==> config.mk <==
export PLATFORM = sky130hd
export DESIGN_NAME = lms_rx_stream
export DESIGN_NICKNAME = d
export VERILOG_FILES = /design/src/rtl/lms_pkg.sv /design/src/rtl/lms_rx_fifo.sv /design/src/rtl/lms_rx_stream.sv
export SDC_FILE = /design/constraint.sdc
export NUM_CORES = 1
export LEC_CHECK = 0
export ABC_AREA = 0
export CAP_MARGIN = 20
export CORE_ASPECT_RATIO = 0.6
export CORE_MARGIN = 2
export CORE_UTILIZATION = 48
export CTS_CLUSTER_DIAMETER = 40
export DETAILED_ROUTE_END_ITERATION = 7
export PLACE_DENSITY = 0.79
export SLEW_MARGIN = 25
export SYNTH_ARGS = -nofsm -noshare
export SYNTH_HDL_FRONTEND = slang
export SYNTH_SLANG_ARGS = --single-unit
==> constraint.sdc <==
create_clock -name mclk_rx -period 10 [get_ports mclk_rx]
set_clock_uncertainty 0.15 [all_clocks]
set_input_delay 1.5 -clock mclk_rx [delete_from_list [all_inputs] [get_ports mclk_rx]]
set_output_delay 1.5 -clock mclk_rx [all_outputs]
set_load 0.01 [all_outputs]
==> src/rtl/lms_pkg.sv <==
// lms_pkg: shared definitions for the LMS receive stream path.
//   CH_A / CH_B : values of the iqsel_rx lane marker (I word / Q word).
//   rx_state_t  : receive pairing FSM state type.
package lms_pkg;

  localparam logic CH_A = 1'b0;
  localparam logic CH_B = 1'b1;

  typedef enum logic [1:0] {
    IDLE   = 2'd0,
    WAIT_I = 2'd1,
    GET_Q  = 2'd2
  } rx_state_t;

endpackage

==> src/rtl/lms_rx_fifo.sv <==
// lms_rx_fifo: first-word-fall-through FIFO for completed I/Q pairs.
//   mclk_rx, rstn_rx : clock, synchronous active-low reset
//   wr_en, wr_data   : write request; a write into a full FIFO is accepted
//                      only when a pop happens in the same cycle
//   rd_en            : pop request, ignored while empty
//   rd_data          : head word; while empty it holds the last popped word
//   full, empty      : occupancy flags derived from the registered pointers
module lms_rx_fifo #(
  parameter int WIDTH = 32,
  parameter int DEPTH = 8
) (
  input  logic             mclk_rx,
  input  logic             rstn_rx,
  input  logic             wr_en,
  input  logic [WIDTH-1:0] wr_data,
  input  logic             rd_en,
  output logic [WIDTH-1:0] rd_data,
  output logic             full,
  output logic             empty
);

  localparam int AW = (DEPTH > 2) ? $clog2(DEPTH) : 1;
  localparam logic [AW:0] PTR_ONE = (AW+1)'(1);

  logic [WIDTH-1:0] mem [DEPTH];
  logic [AW:0]      wr_ptr_reg;
  logic [AW:0]      rd_ptr_reg;
  logic [WIDTH-1:0] last_reg;
  logic             do_rd;
  logic             do_wr;

  // Pointers carry one extra wrap bit so full and empty are distinguishable.
  assign empty = (wr_ptr_reg == rd_ptr_reg);
  assign full  = (wr_ptr_reg[AW] != rd_ptr_reg[AW]) &&
                 (wr_ptr_reg[AW-1:0] == rd_ptr_reg[AW-1:0]);

  assign do_rd = rd_en && !empty;
  // A pop in the same cycle frees the slot, so a full FIFO can still accept.
  assign do_wr = wr_en && (!full || do_rd);

  // Head word falls through; when empty, show the most recently popped word.
  assign rd_data = empty ? last_reg : mem[rd_ptr_reg[AW-1:0]];

  always_ff @(posedge mclk_rx) begin
    if (do_wr) begin
      mem[wr_ptr_reg[AW-1:0]] <= wr_data;
    end
  end

  always_ff @(posedge mclk_rx) begin
    if (!rstn_rx) begin
      wr_ptr_reg <= '0;
      rd_ptr_reg <= '0;
      last_reg   <= '0;
    end else begin
      if (do_wr) begin
        wr_ptr_reg <= wr_ptr_reg + PTR_ONE;
      end
      if (do_rd) begin
        rd_ptr_reg <= rd_ptr_reg + PTR_ONE;
        last_reg   <= mem[rd_ptr_reg[AW-1:0]];
      end
    end
  end

endmodule

==> src/rtl/lms_rx_stream.sv <==
// lms_rx_stream: pairs interleaved LMS receive words into {I,Q}, decimates
// the pair stream and buffers it in an FWFT FIFO.
//   mclk_rx, rstn_rx : clock, synchronous active-low reset
//   dio_rx, iqsel_rx : sample bus and lane marker (CH_A first, CH_B second)
//   enable           : capture enable; low returns to IDLE, FIFO is kept
//   iq_swap          : CH_A word is Q and CH_B word is I when set
//   decim            : keep one of every decim+1 completed pairs
//   out_data/valid/ready : FWFT stream of {I,Q}, components sign-extended
//   ovf_cnt          : saturating count of pairs dropped on a full FIFO
//   sync_err         : one-cycle pulse when two CH_A words arrive in a row
//   rxen_rx, txnrx_rx, fclk_rx : fixed LMS control levels
module lms_rx_stream
  import lms_pkg::*;
#(
  parameter int DW    = 12,
  parameter int OW    = 16,
  parameter int DEPTH = 8,
  parameter int DECW  = 4
) (
  input  logic            mclk_rx,
  input  logic            rstn_rx,
  input  logic [DW-1:0]   dio_rx,
  input  logic            iqsel_rx,
  input  logic            enable,
  input  logic            iq_swap,
  input  logic [DECW-1:0] decim,
  output logic [2*OW-1:0] out_data,
  output logic            out_valid,
  input  logic            out_ready,
  output logic [15:0]     ovf_cnt,
  output logic            sync_err,
  output logic            rxen_rx,
  output logic            txnrx_rx,
  output logic            fclk_rx
);

  rx_state_t       state_reg;
  logic [DW-1:0]   held_reg;
  logic [DECW-1:0] dec_cnt_reg;
  logic [DECW-1:0] dec_lim_reg;
  logic            sync_err_reg;
  logic [15:0]     ovf_cnt_reg;

  logic            pair_done;
  logic            keep;
  logic            pop;
  logic            drop;
  logic            fifo_full;
  logic            fifo_empty;
  logic [DW-1:0]   i_word;
  logic [DW-1:0]   q_word;
  logic [2*OW-1:0] pair_data;

  assign pair_done = rstn_rx && enable && (state_reg == GET_Q) && (iqsel_rx == CH_B);
  assign keep      = pair_done && (dec_cnt_reg == '0);

  // Held word arrived on CH_A; the word completing the pair is on CH_B.
  assign i_word    = iq_swap ? dio_rx   : held_reg;
  assign q_word    = iq_swap ? held_reg : dio_rx;
  assign pair_data = {OW'($signed(i_word)), OW'($signed(q_word))};

  assign out_valid = !fifo_empty;
  assign pop       = out_valid && out_ready;
  assign drop      = keep && fifo_full && !pop;

  lms_rx_fifo #(
    .WIDTH (2*OW),
    .DEPTH (DEPTH)
  ) u_fifo (
    .mclk_rx (mclk_rx),
    .rstn_rx (rstn_rx),
    .wr_en   (keep),
    .wr_data (pair_data),
    .rd_en   (out_ready),
    .rd_data (out_data),
    .full    (fifo_full),
    .empty   (fifo_empty)
  );

  always_ff @(posedge mclk_rx) begin
    if (!rstn_rx) begin
      state_reg    <= IDLE;
      held_reg     <= '0;
      dec_cnt_reg  <= '0;
      dec_lim_reg  <= '0;
      sync_err_reg <= 1'b0;
      ovf_cnt_reg  <= '0;
    end else begin
      sync_err_reg <= 1'b0;
      if (!enable) begin
        state_reg <= IDLE;
      end else begin
        case (state_reg)
          IDLE: begin
            state_reg   <= WAIT_I;
            dec_cnt_reg <= '0;
            dec_lim_reg <= decim;
          end
          WAIT_I: begin
            if (iqsel_rx == CH_A) begin
              held_reg  <= dio_rx;
              state_reg <= GET_Q;
            end
          end
          GET_Q: begin
            if (iqsel_rx == CH_B) begin
              state_reg <= WAIT_I;
              // New decim is picked up only when the count wraps.
              if (dec_cnt_reg == dec_lim_reg) begin
                dec_cnt_reg <= '0;
                dec_lim_reg <= decim;
              end else begin
                dec_cnt_reg <= dec_cnt_reg + DECW'(1);
              end
            end else begin
              sync_err_reg <= 1'b1;
              held_reg     <= dio_rx;
            end
          end
          default: state_reg <= IDLE;
        endcase
      end
      if (drop && (ovf_cnt_reg != 16'hFFFF)) begin
        ovf_cnt_reg <= ovf_cnt_reg + 16'd1;
      end
    end
  end

  assign ovf_cnt  = ovf_cnt_reg;
  assign sync_err = sync_err_reg;
  assign rxen_rx  = 1'b1;
  assign txnrx_rx = 1'b0;
  assign fclk_rx  = 1'b0;

endmodule

==> run metrics <==
post-CTS setup buffer count=0; Final ANT Viol Nets=0; layout cells sized above 1=18.46%; Synth area leader=edfxtp_1; final hold slack=around 0.32 ns; drt pass-1 iters=5; Clk pwr share=40.9%; Via density=5.626; crit path launch type=register; net switching power=0.4631 mW; CTS tree=built; hold buffers post-CTS=0; Netlist cell types=51; kind of critical path=register to primary output; Max-slew headroom=41.17%; fin area=12700 sq um; Avg Inst Size Synth=14.80 sq um; max FFs per register=192; worst path required time=8.35 ns; Max VDD drop=~0.14 mV; CORE AREA=22230 sq um; pin count of the biggest net entering global routing=between 50 and 60; max-slew violation count=0; row cnt=42; Fmax=0.2140 GHz; crit-path cells=xnor2_1, and3_2, nand2_4, a21oi_1, clkdlybuf4s50_1; ANT cells=0; Die Y=120.9 microns; Worst-path clk slew=0.07 ns; Placed Instance Area=11910 sq um; Synth area leaders=edfxtp_1 53%, dfxtp_1 14%, mux4_2 9.9%; Clk Latency, worst-skew pair=0.52 ns; Post-Syn Instances=739; maximum fanout along the worst path=49; kind of cell adding the most delay to the critical path=simple AND/OR/NAND/NOR gates; min Tclk post-route=roughly 4.7 ns; Total Routing Usage GR=19.38%; Final setup violation count=0; CP max-delay cell=clkdlybuf4s50_1; CTS sink count=266; # resized after CTS=0; worst-margin pin slew=0.8814 ns; FFs w/ async S/R, synth=0%; initial antenna violation count=0; Largest stage delay, worst path=0.61 ns; synthesized flop and latch total=266; Seq pwr share=55.2%; commonest non-fill, non-tap cell in the layout=edfxtp_1; number of port buffers=71; status=finished clean; Post-Syn Area=10940 sq um; IO Count=75; die area=24050 sq um; Vias=around 6.3k; TNS Setup=0 ns; WL final=about 23 mm; Worst Setup End Kind=primary output; combinational power share=3.9%; ys flop type=edfxtp_1; DR DRC count=0; grt total ovfl=0; Die W=198.9 microns; Final #Nets=831; H-tree levels=1; post-synth top area share=52.71%; Power Density=between 150 and 200 nW/um^2; Hold Vio Cnt, Final=0; WL/cell=a little over 20 microns; worst hold path type=register to register; Root Buffer=clkbuf_16; Switching Share=21.47%; Util after Layout=57.14%; CTS max path bufs=3; vias in the first global route=6180; final worst-path cycle share=a little under half; post-synthesis sequential area ratio=66.25%; first-pass GRT wire length=35.00 mm; Synth Warn #=0; total power draw=about 2.2 mW; most frequent cells in the layout=192 x edfxtp_1, 72 x dfxtp_1, 70 x clkdlybuf4s50_1; gpl congestion=0.8406; WP buf/inv=1; Post-synth EDFFs=192; RSZ-0062 raised after global routing=false; Pint=1.694 mW; area added between synthesis and finish=16.12%; max-cap viol count=0; hpwl dp=14.09 mm; Starting Density=49.21%; leak pwr=3.978 nW; arrival time worst endpoint=3.02 ns; violation count after the first detailed-route iteration=683; Inserted Clock Buffers=25
-- routing by layer --
layer | track usage (%) | routed length [microns]
met1 | 29.67 | 10770
met5 | 0 | 0
met2 | 29.41 | 10260
met4 | 4.151 | 325
met3 | 3.113 | 1481
-- power by group through the flow --
| stage | clock network [mW] | registers (mW) | logic [mW] |
|---|---|---|---|
| final | 0.881 | 1.19 | 0.0847 |
| after global routing | 0.944 | 1.19 | 0.0921 |
| after CTS | 0.896 | 1.19 | 0.0832 |
| after detailed placement | 0 | 1.22 | 0.0827 |
| after global placement | 0 | 1.22 | 0.0805 |
| after floorplan | 0 | 1.21 | 0.0506 |
-- cell usage after synthesis, types with 2 or more instances --
library cell	instances
dfxtp_1	74
conb_1	2
and3_1	5
nand4_1	11
mux4_2	48
ha_1	10
edfxtp_1	192
buf_1	2
mux2i_1	28
buf_2	7
o21ai_0	9
o21ai_1	3
a211oi_1	24
or3_1	7
nand2b_1	4
xnor2_1	10
nor2_1	73
or4_1	4
mux2_2	25
o31ai_1	3
or2b_1	3
buf_4	13
clkbuf_1	29
nor3_1	3
inv_1	8
a21oi_1	51
xor2_1	5
nand2_1	49
nand3_1	15
-- stage by stage --
stage,cells,setup WS (ns)
floorplan,740,5.212
global route,1126,5.088
global placement,1079,5.099
detailed placement,1079,4.973
CTS,1125,4.950
finish,1126,5.328
-- final timing paths --
kind                                           start          endpoint  slack [ns]  cells after the start
worst min register to register           held_reg[4]       held_reg[4]        0.32                      2
worst min-delay path                     held_reg[4]       held_reg[4]        0.32                      2
worst max register to register          state_reg[0]  u_fifo.mem[4][9]        6.90                      8
worst max-delay path            u_fifo.wr_ptr_reg[1]      out_data[14]        5.33                      5
-- logic make-up (layout without fill, tap and decap cells) --
logic type	count (synthesis)	count (layout)	share of synthesized area [%]
compound gates	97	97	5.525
xor+xnor	16	16	1.350
fa+ha+maj	10	10	1.144
buf+inv	61	139	2.688
flops	266	266	66.25
mux	101	101	15.02
other cells	2	3	0.06866
simple gates	186	186	7.950
-- final cells by class --
| type | count | area (sq um) |
|---|---|---|
| sequential | 266 | 7252 |
| inverter | 9 | 35.03 |
| fill | 1725 | 9528 |
| clock inverter | 18 | 115.1 |
| clock buffer | 28 | 646.9 |
| multi-input combinational | 413 | 3443 |
| timing repair buffer | 84 | 823.3 |
| tap | 308 | 385.4 |
-- worst register-to-register path, stage by stage, from the launching register on --
cell,delay [ns]
dfxtp_1,0.35
inv_1,0.10
ha_1,0.26
nand3_1,0.19
or4_4,0.48
a21oi_1,0.38
nand2_1,0.29
nor2_2,0.14
buf_4,0.40
No activity file was read; power rests on OpenSTA's default activity.
